File: src/rtl/jk_bank_pkg.sv
// jk_bank_pkg: JK command encodings and apply-stage states shared by the bank arbiter.
package jk_bank_pkg;
    localparam logic [1:0] JK_HOLD = 2'b00;
    localparam logic [1:0] JK_CLR  = 2'b01;
    localparam logic [1:0] JK_SET  = 2'b10;
    localparam logic [1:0] JK_TGL  = 2'b11;
    typedef enum logic {ST_EMPTY, ST_FULL} apply_st_t;
endpackage

File: src/rtl/jk_bank_arbiter_if.sv
// jk_bank_arbiter_if: requester command handshake plus bank status outputs.
interface jk_bank_arbiter_if #(
    parameter int NREQ  = 4,
    parameter int WIDTH = 8,
    parameter int IDXW  = (WIDTH > 1) ? $clog2(WIDTH) : 1,
    parameter int GIDW  = $clog2(NREQ)
);
    logic [NREQ-1:0]      req_valid;
    logic [NREQ-1:0]      req_ready;
    logic [2*NREQ-1:0]    req_jk;
    logic [IDXW*NREQ-1:0] req_idx;
    logic [WIDTH-1:0]     q_out;
    logic [WIDTH-1:0]     qb_out;
    logic [GIDW-1:0]      gnt_id;
    logic                 busy_apply;
    logic                 idx_err;
    modport master (
        output req_valid, req_jk, req_idx,
        input  req_ready, q_out, qb_out, gnt_id, busy_apply, idx_err
    );
    modport slave (
        input  req_valid, req_jk, req_idx,
        output req_ready, q_out, qb_out, gnt_id, busy_apply, idx_err
    );
endinterface

File: src/rtl/jk_bank_arbiter_rr_arbiter.sv
// rr_arbiter: round-robin grant over NREQ requesters; with prio0 set, requester 0
// wins whenever valid and its grants leave the pointer alone.
module rr_arbiter #(
    parameter int NREQ = 4,
    parameter int GIDW = $clog2(NREQ)
) (
    input  logic            clk,
    input  logic            rst,
    input  logic            prio0,
    input  logic [NREQ-1:0] valid,
    output logic [NREQ-1:0] gnt,
    output logic [GIDW-1:0] gid,
    output logic            any
);
    logic [GIDW-1:0] ptr;
    // Outer loop walks positions from the pointer, so the first hit is the winner.
    always_comb begin
        gnt = '0;
        gid = '0;
        any = 1'b0;
        if (!rst && prio0 && valid[0]) begin
            gnt[0] = 1'b1;
            any = 1'b1;
        end
        for (int i = 0; i < NREQ; i++)
            for (int r = 0; r < NREQ; r++)
                if (!rst && !any && valid[r] && r == (int'(ptr) + i) % NREQ) begin
                    gnt[r] = 1'b1;
                    gid = GIDW'(r);
                    any = 1'b1;
                end
    end
    always_ff @(posedge clk) begin
        if (rst)
            ptr <= '0;
        else if (any && !(prio0 && gnt[0]))
            ptr <= (int'(gid) == NREQ - 1) ? '0 : gid + 1'b1;
    end
endmodule

File: src/rtl/jk_bank_arbiter.sv
// jk_bank_arbiter: NREQ requesters share a WIDTH-bit JK bank through a round-robin
// arbiter and a one-deep apply stage. Define JK_ARB_PRIO0_EN to give requester 0 absolute priority.
module jk_bank_arbiter
    import jk_bank_pkg::*;
#(
    parameter int NREQ  = 4,
    parameter int WIDTH = 8,
    parameter int IDXW  = (WIDTH > 1) ? $clog2(WIDTH) : 1,
    parameter int GIDW  = $clog2(NREQ)
) (
    input logic clk,
    input logic rst,
    jk_bank_arbiter_if.slave bus
);
    logic            prio0;
    logic [NREQ-1:0] gnt;
    logic [GIDW-1:0] gid;
    logic            any;
    apply_st_t       st, st_nxt;
    logic [1:0]      a_jk;
    logic [IDXW-1:0] a_idx;
    logic [WIDTH-1:0] q, q_nxt;
`ifdef JK_ARB_PRIO0_EN
    assign prio0 = 1'b1;
`else
    assign prio0 = 1'b0;
`endif
    rr_arbiter #(.NREQ(NREQ), .GIDW(GIDW)) u_arb (
        .clk(clk), .rst(rst), .prio0(prio0), .valid(bus.req_valid),
        .gnt(gnt), .gid(gid), .any(any)
    );
    assign bus.req_ready  = gnt;
    assign bus.gnt_id     = gid;
    assign bus.busy_apply = st == ST_FULL;
    assign bus.idx_err    = st == ST_FULL && int'(a_idx) >= WIDTH;
    assign bus.q_out      = q;
    assign bus.qb_out     = ~q;
    // The stage never stalls: it is full exactly when a command was taken last cycle.
    always_comb st_nxt = any ? ST_FULL : ST_EMPTY;
    always_comb begin
        q_nxt = q;
        for (int b = 0; b < WIDTH; b++)
            if (st == ST_FULL && int'(a_idx) == b)
                q_nxt[b] = a_jk == JK_TGL ? ~q[b] : a_jk == JK_SET ? 1'b1 : a_jk == JK_CLR ? 1'b0 : q[b];
    end
    always_ff @(posedge clk) begin
        if (rst) begin
            st    <= ST_EMPTY;
            a_jk  <= JK_HOLD;
            a_idx <= '0;
            q     <= '0;
        end else begin
            st <= st_nxt;
            q  <= q_nxt;
            if (any) begin
                a_jk  <= bus.req_jk[2*gid +: 2];
                a_idx <= bus.req_idx[IDXW*gid +: IDXW];
            end
        end
    end
endmodule

File: src/flat_wrapper.sv
// flat-port wrapper written by rule: the top's interface ports become plain ports
module jk_bank_arbiter_flat import jk_bank_pkg::*;
#(
    parameter int NREQ  = 4,
    parameter int WIDTH = 8,
    parameter int IDXW  = (WIDTH > 1) ? $clog2(WIDTH) : 1,
    parameter int GIDW  = $clog2(NREQ)
)
  (clk, rst, bus_req_valid, bus_req_jk, bus_req_idx, bus_req_ready, bus_q_out, bus_qb_out, bus_gnt_id, bus_busy_apply, bus_idx_err);
  jk_bank_arbiter_if #(.NREQ(NREQ), .WIDTH(WIDTH), .IDXW(IDXW), .GIDW(GIDW)) bus_i ();
  input logic clk;
  input logic rst;
  input wire logic [$bits(bus_i.req_valid)-1:0] bus_req_valid;
  input wire logic [$bits(bus_i.req_jk)-1:0] bus_req_jk;
  input wire logic [$bits(bus_i.req_idx)-1:0] bus_req_idx;
  output wire logic [$bits(bus_i.req_ready)-1:0] bus_req_ready;
  output wire logic [$bits(bus_i.q_out)-1:0] bus_q_out;
  output wire logic [$bits(bus_i.qb_out)-1:0] bus_qb_out;
  output wire logic [$bits(bus_i.gnt_id)-1:0] bus_gnt_id;
  output wire logic [$bits(bus_i.busy_apply)-1:0] bus_busy_apply;
  output wire logic [$bits(bus_i.idx_err)-1:0] bus_idx_err;
  assign bus_i.req_valid = bus_req_valid;
  assign bus_i.req_jk = bus_req_jk;
  assign bus_i.req_idx = bus_req_idx;
  assign bus_req_ready = bus_i.req_ready;
  assign bus_q_out = bus_i.q_out;
  assign bus_qb_out = bus_i.qb_out;
  assign bus_gnt_id = bus_i.gnt_id;
  assign bus_busy_apply = bus_i.busy_apply;
  assign bus_idx_err = bus_i.idx_err;
  jk_bank_arbiter #(.NREQ(NREQ), .WIDTH(WIDTH), .IDXW(IDXW), .GIDW(GIDW)) u_core (.clk(clk), .rst(rst), .bus(bus_i));
endmodule
File: config.mk
export PLATFORM = sky130hd
export DESIGN_NAME = jk_bank_arbiter_flat
export DESIGN_NICKNAME = d
export VERILOG_FILES = /design/src/rtl/jk_bank_pkg.sv /design/src/rtl/jk_bank_arbiter_if.sv /design/src/rtl/jk_bank_arbiter_rr_arbiter.sv /design/src/rtl/jk_bank_arbiter.sv /design/src/flat_wrapper.sv
export SDC_FILE = /design/constraint.sdc
export NUM_CORES = 1
export LEC_CHECK = 0
export ABC_AREA = 1
export CAP_MARGIN = 20
export CORE_MARGIN = 2
export CORE_UTILIZATION = 25
export DETAILED_ROUTE_END_ITERATION = 6
export MAX_ROUTING_LAYER = met4
export PLACE_DENSITY_LB_ADDON = 0.25
export SLEW_MARGIN = 10
export SYNTH_ARGS = -nofsm -noshare
export SYNTH_HDL_FRONTEND = slang
export SYNTH_SLANG_ARGS = --single-unit
export TNS_END_PERCENT = 1
File: constraint.sdc
create_clock -name clk -period 3.2 [get_ports clk]
set_input_delay 0.64 -clock clk [delete_from_list [all_inputs] [get_ports clk]]
set_output_delay 0.64 -clock clk [all_outputs]
set_load 0.05 [all_outputs]
==> reports/qor.txt, run 1 <==
length of routed met3 wiring - 213 um
portion of the clock cycle consumed by the worst path in the final layout - 0.948
clock tree skew after final layout - 1.84 ps
largest net degree at the start of global routing - 11
die height - 79.5 um
proportion of power drawn by the clock network - 0.094
HPWL after DPL - 3060 um
layout-stage area growth over the synthesis result - 63.1%
first-pass GRT wire length - 6800 um
via count - 1635
All-Layer GR Usage - 0.132
clock tree from TritonCTS - done
synth unique cells - 27
final critical path time including I/O delays and setup - 3030 ps
remaining routing DRC violations - 0
overall power after layout - 1.84 mW
number of fill cells in the layout - 597
sequential element share of the synthesized area - 0.225
Max transition margin - 0.668
CTS Buffer Depth - 2
capture endpoint of the worst hold path - u_core.bus.q_out[7]
area of the core - 5510 um2
master cell of the clock root buffer - sky130_fd_sc_hd__clkbuf_8
Mean Syn Cell Area - 6.20 um2
count of mapped cells out of synthesis - 230
Rows - 27
Die Area - 6330 um2
kind of start point of the critical path - primary input
area of combinational cells with multiple inputs - 863 um2
setup slack of the worst register-to-register path - 770 ps
critical path data required time - 2560 ps
average wire length per cell after detail routing - 9.84 um
Detailed Route WL - 3730 um
Worst Hold Class - reg -> reg
cell area after layout - 2330 um2
antenna-violating nets left - 0
TNS Setup - 0 ps
DP Cell Count - 369
antenna cells - 0
total routed wire length on the met1 layer - 1900 um
highest attainable clock frequency - 0.329 GHz
Reg2Reg Capture Point - u_core.a_jk[0]
Chip Width - 79.5 um
WHS Path Cells - 1
peak fanout along the critical path - 5
worst vdd rail ir drop - 0.000461 V
dpl cell area - 2180 um2
Comb pwr share - 0.745
number of sinks handled by clock tree synthesis - 16
hold path startpoint - u_core.a_jk[0]
Sequential cell area - 320 um2
number of max-slew violations in the final report - 0
Port Buffers - 48
effective utilization at floorplan - 0.259
top routing layer in use - met4
clock latency on the worst-skew pair - 240 ps
GP Congestion - 0.842
number of global-route vias before repair - 1570
leakage dissipation - 1.15 nW
Synthesis Warnings - 0
non-filler cells, final - 379
P per Cell Area - 789 nW/um2
via/cell ratio - 4.31
Detailed Routing Iterations Pass 1 - 4
H-tree Lvls - 1
drt initial violations - 47
total of endpoints with negative setup slack in the final report - 0
number of nets produced by synthesis - 256
Syn Std Cell Area - 1430 um2
clock transition at the register clock pins on the worst setup and hold paths after CTS - 60 ps
length of routed met2 wiring - 1590 um
Net count, final - 334
Int Power - 0.926 mW
Sw Share - 0.496
outcome - finished, final reports clean
R2R depth - 18
setup repair after global routing missed its margin - no
arrival time reported for the critical path endpoint - 2390 ps
slew of the pin with the lowest slew margin - 497 ps
reported max-cap violation count - 0
global route total overflow - 0
share of cells above drive strength 1 - 0.264
flops & latches, synth - 16
number of top-level design ports - 50
reg-to-reg critical path startpoint - u_core.u_arb.ptr[1]
reported net switching power - 0.910 mW
antenna violations before repair - 0
type of destination of the critical path - output pin
number of CTS-inserted buffers - 3
Final Hold Viols - 0
startpoint-to-endpoint class of the critical path - in -> out
sequential cell fraction of total power - 0.161
critical path, cell delays in order:
cell	delay (ps)
sky130_fd_sc_hd__clkdlybuf4s15_1	170
sky130_fd_sc_hd__inv_2	60
sky130_fd_sc_hd__nor2_4	40
sky130_fd_sc_hd__nand2_2	90
sky130_fd_sc_hd__nand3_2	90
sky130_fd_sc_hd__nor2_2	120
sky130_fd_sc_hd__nand4_1	140
sky130_fd_sc_hd__nor2_2	180
sky130_fd_sc_hd__nand4_1	120
sky130_fd_sc_hd__nor2_2	160
sky130_fd_sc_hd__nor2_1	60
sky130_fd_sc_hd__nand2_1	90
sky130_fd_sc_hd__inv_4	70
sky130_fd_sc_hd__a21oi_4	180
sky130_fd_sc_hd__buf_12	150
metal layers:
| layer | up-vias | GRT usage |
|---|---|---|
| li1 | 885 | - |
| met1 | 706 | 0.184 |
| met2 | 42 | 0.203 |
| met3 | 2 | 0.0226 |
| met4 | 0 | 0.0207 |
| met5 | - | - |
timing repair:
item                                   CTS  global route
setup endpoints to repair                6             4
buffers inserted                         3             3
hold buffers                             0             0
endpoints found under the hold margin    0             0
pin swaps                                9            14
gates resized for setup                 20            10
power groups by stage:
stage | Clock [mW] | Combinational (mW) | Sequential, mW
2_1_floorplan | 0 | 0.795 | 0.357
3_3_place_gp | 0 | 1.30 | 0.300
3_5_place_dp | 0 | 1.30 | 0.300
4_1_cts | 0.182 | 1.35 | 0.296
5_1_grt | 0.192 | 1.50 | 0.306
6_report | 0.173 | 1.37 | 0.296
cell usage after synthesis:
| cell type | instances | share of area |
|---|---|---|
| sky130_fd_sc_hd__nor2_4 | 4 | 0.032 |
| sky130_fd_sc_hd__nand4_4 | 1 | 0.015 |
| sky130_fd_sc_hd__buf_12 | 1 | 0.014 |
| sky130_fd_sc_hd__nor3_1 | 2 | 0.0070 |
| sky130_fd_sc_hd__nor2_1 | 25 | 0.066 |
| sky130_fd_sc_hd__o311a_1 | 7 | 0.049 |
| sky130_fd_sc_hd__a21oi_2 | 1 | 0.0061 |
| sky130_fd_sc_hd__o211ai_1 | 2 | 0.011 |
| sky130_fd_sc_hd__inv_4 | 1 | 0.0044 |
| sky130_fd_sc_hd__o21ai_1 | 1 | 0.0035 |
| sky130_fd_sc_hd__a21oi_1 | 7 | 0.025 |
| sky130_fd_sc_hd__o21ai_0 | 8 | 0.028 |
| sky130_fd_sc_hd__conb_1 | 1 | 0.0026 |
| sky130_fd_sc_hd__a311oi_1 | 1 | 0.0061 |
| sky130_fd_sc_hd__buf_4 | 1 | 0.0053 |
| sky130_fd_sc_hd__o2111ai_1 | 1 | 0.0061 |
| sky130_fd_sc_hd__nand4_2 | 2 | 0.018 |
| sky130_fd_sc_hd__nand3_1 | 31 | 0.11 |
| sky130_fd_sc_hd__buf_6 | 3 | 0.024 |
| sky130_fd_sc_hd__dfxtp_1 | 16 | 0.22 |
| sky130_fd_sc_hd__inv_1 | 58 | 0.15 |
| sky130_fd_sc_hd__nand4_1 | 6 | 0.026 |
| sky130_fd_sc_hd__nor2_2 | 5 | 0.022 |
| sky130_fd_sc_hd__inv_2 | 3 | 0.0079 |
| sky130_fd_sc_hd__nand2_2 | 6 | 0.026 |
| sky130_fd_sc_hd__nand2_4 | 3 | 0.024 |
| sky130_fd_sc_hd__nand2_1 | 33 | 0.087 |
how the worst max path moves through the flow:
stage	cells after the start	start	endpoint	slack (ps)
floorplan	13	rst	bus_req_ready[3]	140
global placement	14	rst	bus_req_ready[3]	-230
detailed placement	14	rst	bus_req_ready[3]	-280
CTS	14	rst	bus_req_ready[3]	50
global route	15	bus_req_valid[3]	bus_req_ready[3]	10
finish	15	bus_req_valid[0]	bus_req_ready[1]	170
cell type report:
cell class                 instances  area share
timing repair buffer              78       0.327
multi-input combinational        147       0.371
sequential                        16       0.138
inverter                          62       0.102
clock buffer                       4      0.0237
tap                               72      0.0387
logic make-up (layout without fill, tap and decap cells):
kind of cell           after synthesis  after routing  synth area share
AO/OA/AOI/OAI                       28             28             0.134
flip-flops                          16             16             0.225
buffers and inverters               67            144             0.208
other                                1              1           0.00263
AND/OR/NAND/NOR                    118            118             0.431
sequential cells by signal (all words and copies together), names as in the netlist:
signal                 count
u_core.bus.busy_apply      1
u_core.bus.q_out           8
u_core.a_idx               3
u_core.a_jk                2
u_core.u_arb.ptr           2
through the flow:
step	util	setup WS [ps]	hold slack, ps
after floorplan	-	141	424
after global placement	0.396	-231	435
after detailed placement	0.396	-278	436
after CTS	0.416	46.9	447
after global routing	0.422	12.1	467
final	0.422	165	441
placed cells by master, fill, tap and decap left out:
| master | Yosys | layout |
|---|---|---|
| sky130_fd_sc_hd__a21oi_1 | 7 | 6 |
| sky130_fd_sc_hd__a21oi_4 | 0 | 2 |
| sky130_fd_sc_hd__a311oi_1 | 1 | 1 |
| sky130_fd_sc_hd__buf_12 | 1 | 6 |
| sky130_fd_sc_hd__buf_2 | 0 | 1 |
| sky130_fd_sc_hd__buf_4 | 1 | 30 |
| sky130_fd_sc_hd__clkbuf_8 | 0 | 4 |
| sky130_fd_sc_hd__clkdlybuf4s15_1 | 0 | 3 |
| sky130_fd_sc_hd__clkdlybuf4s50_1 | 0 | 37 |
| sky130_fd_sc_hd__conb_1 | 1 | 1 |
| sky130_fd_sc_hd__dfxtp_1 | 16 | 16 |
| sky130_fd_sc_hd__dlygate4sd2_1 | 0 | 1 |
| sky130_fd_sc_hd__inv_1 | 58 | 54 |
| sky130_fd_sc_hd__inv_2 | 3 | 6 |
| sky130_fd_sc_hd__inv_4 | 1 | 2 |
| sky130_fd_sc_hd__nand2_1 | 33 | 30 |
| sky130_fd_sc_hd__nand2_2 | 6 | 9 |
| sky130_fd_sc_hd__nand2_4 | 3 | 3 |
| sky130_fd_sc_hd__nand3_1 | 31 | 30 |
| sky130_fd_sc_hd__nand3_2 | 0 | 1 |
| sky130_fd_sc_hd__nand4_1 | 6 | 6 |
| sky130_fd_sc_hd__nand4_2 | 2 | 2 |
| sky130_fd_sc_hd__nand4_4 | 1 | 1 |
| sky130_fd_sc_hd__nor2_1 | 25 | 20 |
| sky130_fd_sc_hd__nor2_2 | 5 | 8 |
| sky130_fd_sc_hd__nor2_4 | 4 | 6 |
| sky130_fd_sc_hd__nor3_1 | 2 | 2 |
| sky130_fd_sc_hd__o2111ai_1 | 1 | 1 |
| sky130_fd_sc_hd__o211ai_1 | 2 | 2 |
| sky130_fd_sc_hd__o21ai_0 | 8 | 8 |
| sky130_fd_sc_hd__o21ai_1 | 1 | 1 |
| sky130_fd_sc_hd__o311a_1 | 7 | 7 |
Note: power is estimated with default switching activity, not from simulation.
==> run 2, diff against run 1 <==
--- a/config.mk
+++ b/config.mk
@@ -12,6 +12,7 @@
 export DETAILED_ROUTE_END_ITERATION = 6
 export MAX_ROUTING_LAYER = met4
 export PLACE_DENSITY_LB_ADDON = 0.25
+export SKIP_CTS_REPAIR_TIMING = 1
 export SLEW_MARGIN = 10
 export SYNTH_ARGS = -nofsm -noshare
 export SYNTH_HDL_FRONTEND = slang
==> reports/qor.txt, run 2 (synthesized netlist as in run 1, its figures left out) <==
outcome - finished, final reports clean
Max transition margin - 0.668 (unchanged)
drt initial violations - 46 (-2.1%)
arrival time reported for the critical path endpoint - 2390 ps (about the same)
number of fill cells in the layout - 597 (unchanged)
peak fanout along the critical path - 5 (unchanged)
Port Buffers - 48 (unchanged)
Net count, final - 330 (-1.2%)
Detailed Route WL - 3650 um (-2.1%)
H-tree Lvls - 1 (unchanged)
most frequent cells in the layout - sky130_fd_sc_hd__inv_1 (54), sky130_fd_sc_hd__clkdlybuf4s50_1 (37), sky130_fd_sc_hd__nand2_1 (31), sky130_fd_sc_hd__nand3_1 (31), sky130_fd_sc_hd__buf_4 (26)
GP Congestion - 0.842 (unchanged)
via count - 1606 (-1.8%)
first-pass GRT wire length - 6630 um (-2.4%)
global route total overflow - 0 (unchanged)
critical path data required time - 2560 ps (about the same)
Chip Width - 79.5 um (unchanged)
Comb pwr share - 0.743 (-0.002)
Sw Share - 0.498 (+0.00239)
proportion of power drawn by the clock network - 0.095 (about the same)
antenna-violating nets left - 0 (unchanged)
All-Layer GR Usage - 0.129 (-0.00316)
number of sinks handled by clock tree synthesis - 16 (unchanged)
clock transition at the register clock pins on the worst setup and hold paths after CTS - 60 ps (about the same)
most common cell after layout, fill and taps aside - sky130_fd_sc_hd__inv_1
kind of start point of the critical path - primary input
overall power after layout - 1.82 mW (-0.75%)
Final Hold Viols - 0 (unchanged)
max incr delay on CP - 180 ps (about the same)
average wire length per cell after detail routing - 9.73 um (-1.1%)
slew of the pin with the lowest slew margin - 497 ps (unchanged)
Worst Hold Class - reg -> reg
die height - 79.5 um (unchanged)
P per Cell Area - 789 nW/um2 (about the same)
number of max-slew violations in the final report - 0 (unchanged)
reported max-cap violation count - 0 (unchanged)
sequential cell fraction of total power - 0.162 (about the same)
effective utilization at floorplan - 0.259 (unchanged)
number of global-route vias before repair - 1532 (-2.4%)
area of the core - 5510 um2 (unchanged)
number of CTS-inserted buffers - 3 (unchanged)
setup repair after global routing missed its margin - no
largest net degree at the start of global routing - 11 (unchanged)
layout-stage area growth over the synthesis result - 61.9%
antenna violations before repair - 0 (unchanged)
HPWL after DPL - 3060 um (unchanged)
remaining routing DRC violations - 0 (unchanged)
Detailed Routing Iterations Pass 1 - 4 (unchanged)
dpl cell area - 2180 um2 (unchanged)
startpoint-to-endpoint class of the critical path - in -> out
number of top-level design ports - 50 (unchanged)
Int Power - 0.915 mW (-1.2%)
portion of the clock cycle consumed by the worst path in the final layout - 0.946 (-0.00232)
Die Area - 6330 um2 (unchanged)
type of destination of the critical path - output pin
final critical path time including I/O delays and setup - 3030 ps (-7.44 ps)
slowest cell on the critical path - sky130_fd_sc_hd__clkbuf_4
share of cells above drive strength 1 - 0.248 (-0.0163)
clock tree from TritonCTS - done
leakage dissipation - 1.16 nW (+0.74%)
clock tree skew after final layout - 1.53 ps (-0.308 ps)
via/cell ratio - 4.28 (-0.73%)
antenna cells - 0 (unchanged)
Rows - 27 (unchanged)
cell area after layout - 2310 um2 (-0.70%)
CTS Buffer Depth - 2 (unchanged)
master cell of the clock root buffer - sky130_fd_sc_hd__clkbuf_8
worst vdd rail ir drop - 0.000470 V (+2.0%)
reported net switching power - 0.907 mW (-0.27%)
flip-flop count of the largest register, all copies and words added - 8 (unchanged)
total of endpoints with negative setup slack in the final report - 0 (unchanged)
highest attainable clock frequency - 0.330 GHz (+0.25%)
CP cell instances - clkbuf_4 -> nor2_4 -> nand2_4 -> nand4_2 -> nor2_2 -> nand4_1 -> nor2_2 -> nand4_2 -> nor2_4 -> o211ai_1 -> nand2_4 -> inv_6 -> a21oi_4 -> buf_12
clock latency on the worst-skew pair - 240 ps (about the same)
## run 2: per-stage QoR
step                      cells   util  setup TNS (ps)  setup WS (ps)  hold slack, ps
after global routing        375  0.419               0           25.9             467
final                       375  0.419               0            172             441
after detailed placement    369  0.396           -1250           -278             436
after CTS                   373  0.406           -1330           -298             447
after floorplan             230      -               0            141             424
after global placement      369  0.396            -927           -231             435
## run 2: cell type report
class,count,area [um2],share of cell area
multi-input cells,147,861,0.373
repair buffers,74,743,0.322
flip-flops and latches,16,320,0.139
inverters,62,240,0.104
well taps,72,90.1,0.0390
clock buffers,4,55.1,0.0238
## run 2: worst paths after layout
kind,startpoint,endpoint,slack [ps],cells after the start
worst max-delay path,rst,bus_req_ready[3],170,14
worst min-delay path,u_core.a_jk[0],u_core.bus.q_out[7],440,1
worst max register to register,u_core.u_arb.ptr[1],u_core.a_jk[1],820,17
worst min register to register,u_core.a_jk[0],u_core.bus.q_out[7],440,1
## run 2: power by group through the flow
stage | Clock (mW) | Combinational [mW] | Sequential (mW)
floorplan | 0 | 0.795 | 0.357
global placement | 0 | 1.30 | 0.300
detailed placement | 0 | 1.30 | 0.300
CTS | 0.182 | 1.30 | 0.296
global route | 0.192 | 1.49 | 0.306
finish | 0.173 | 1.35 | 0.296
## run 2: metal layers
layer / track usage / up-vias / part of all wire
met1: 0.181 / 691 / 0.52
met4: 0.0207 / 0 / 0.0069
met2: 0.195 / 40 / 0.42
li1: - / 873 / -
met3: 0.0226 / 2 / 0.050
met5: - / - / 0
## run 2: worst max-delay path: cells and delay by family
family	cells	cell delay, ps
buffers and inverters	3	380
and+or+nand+nor	9	1090
AOI/OAI and AO/OA	2	280
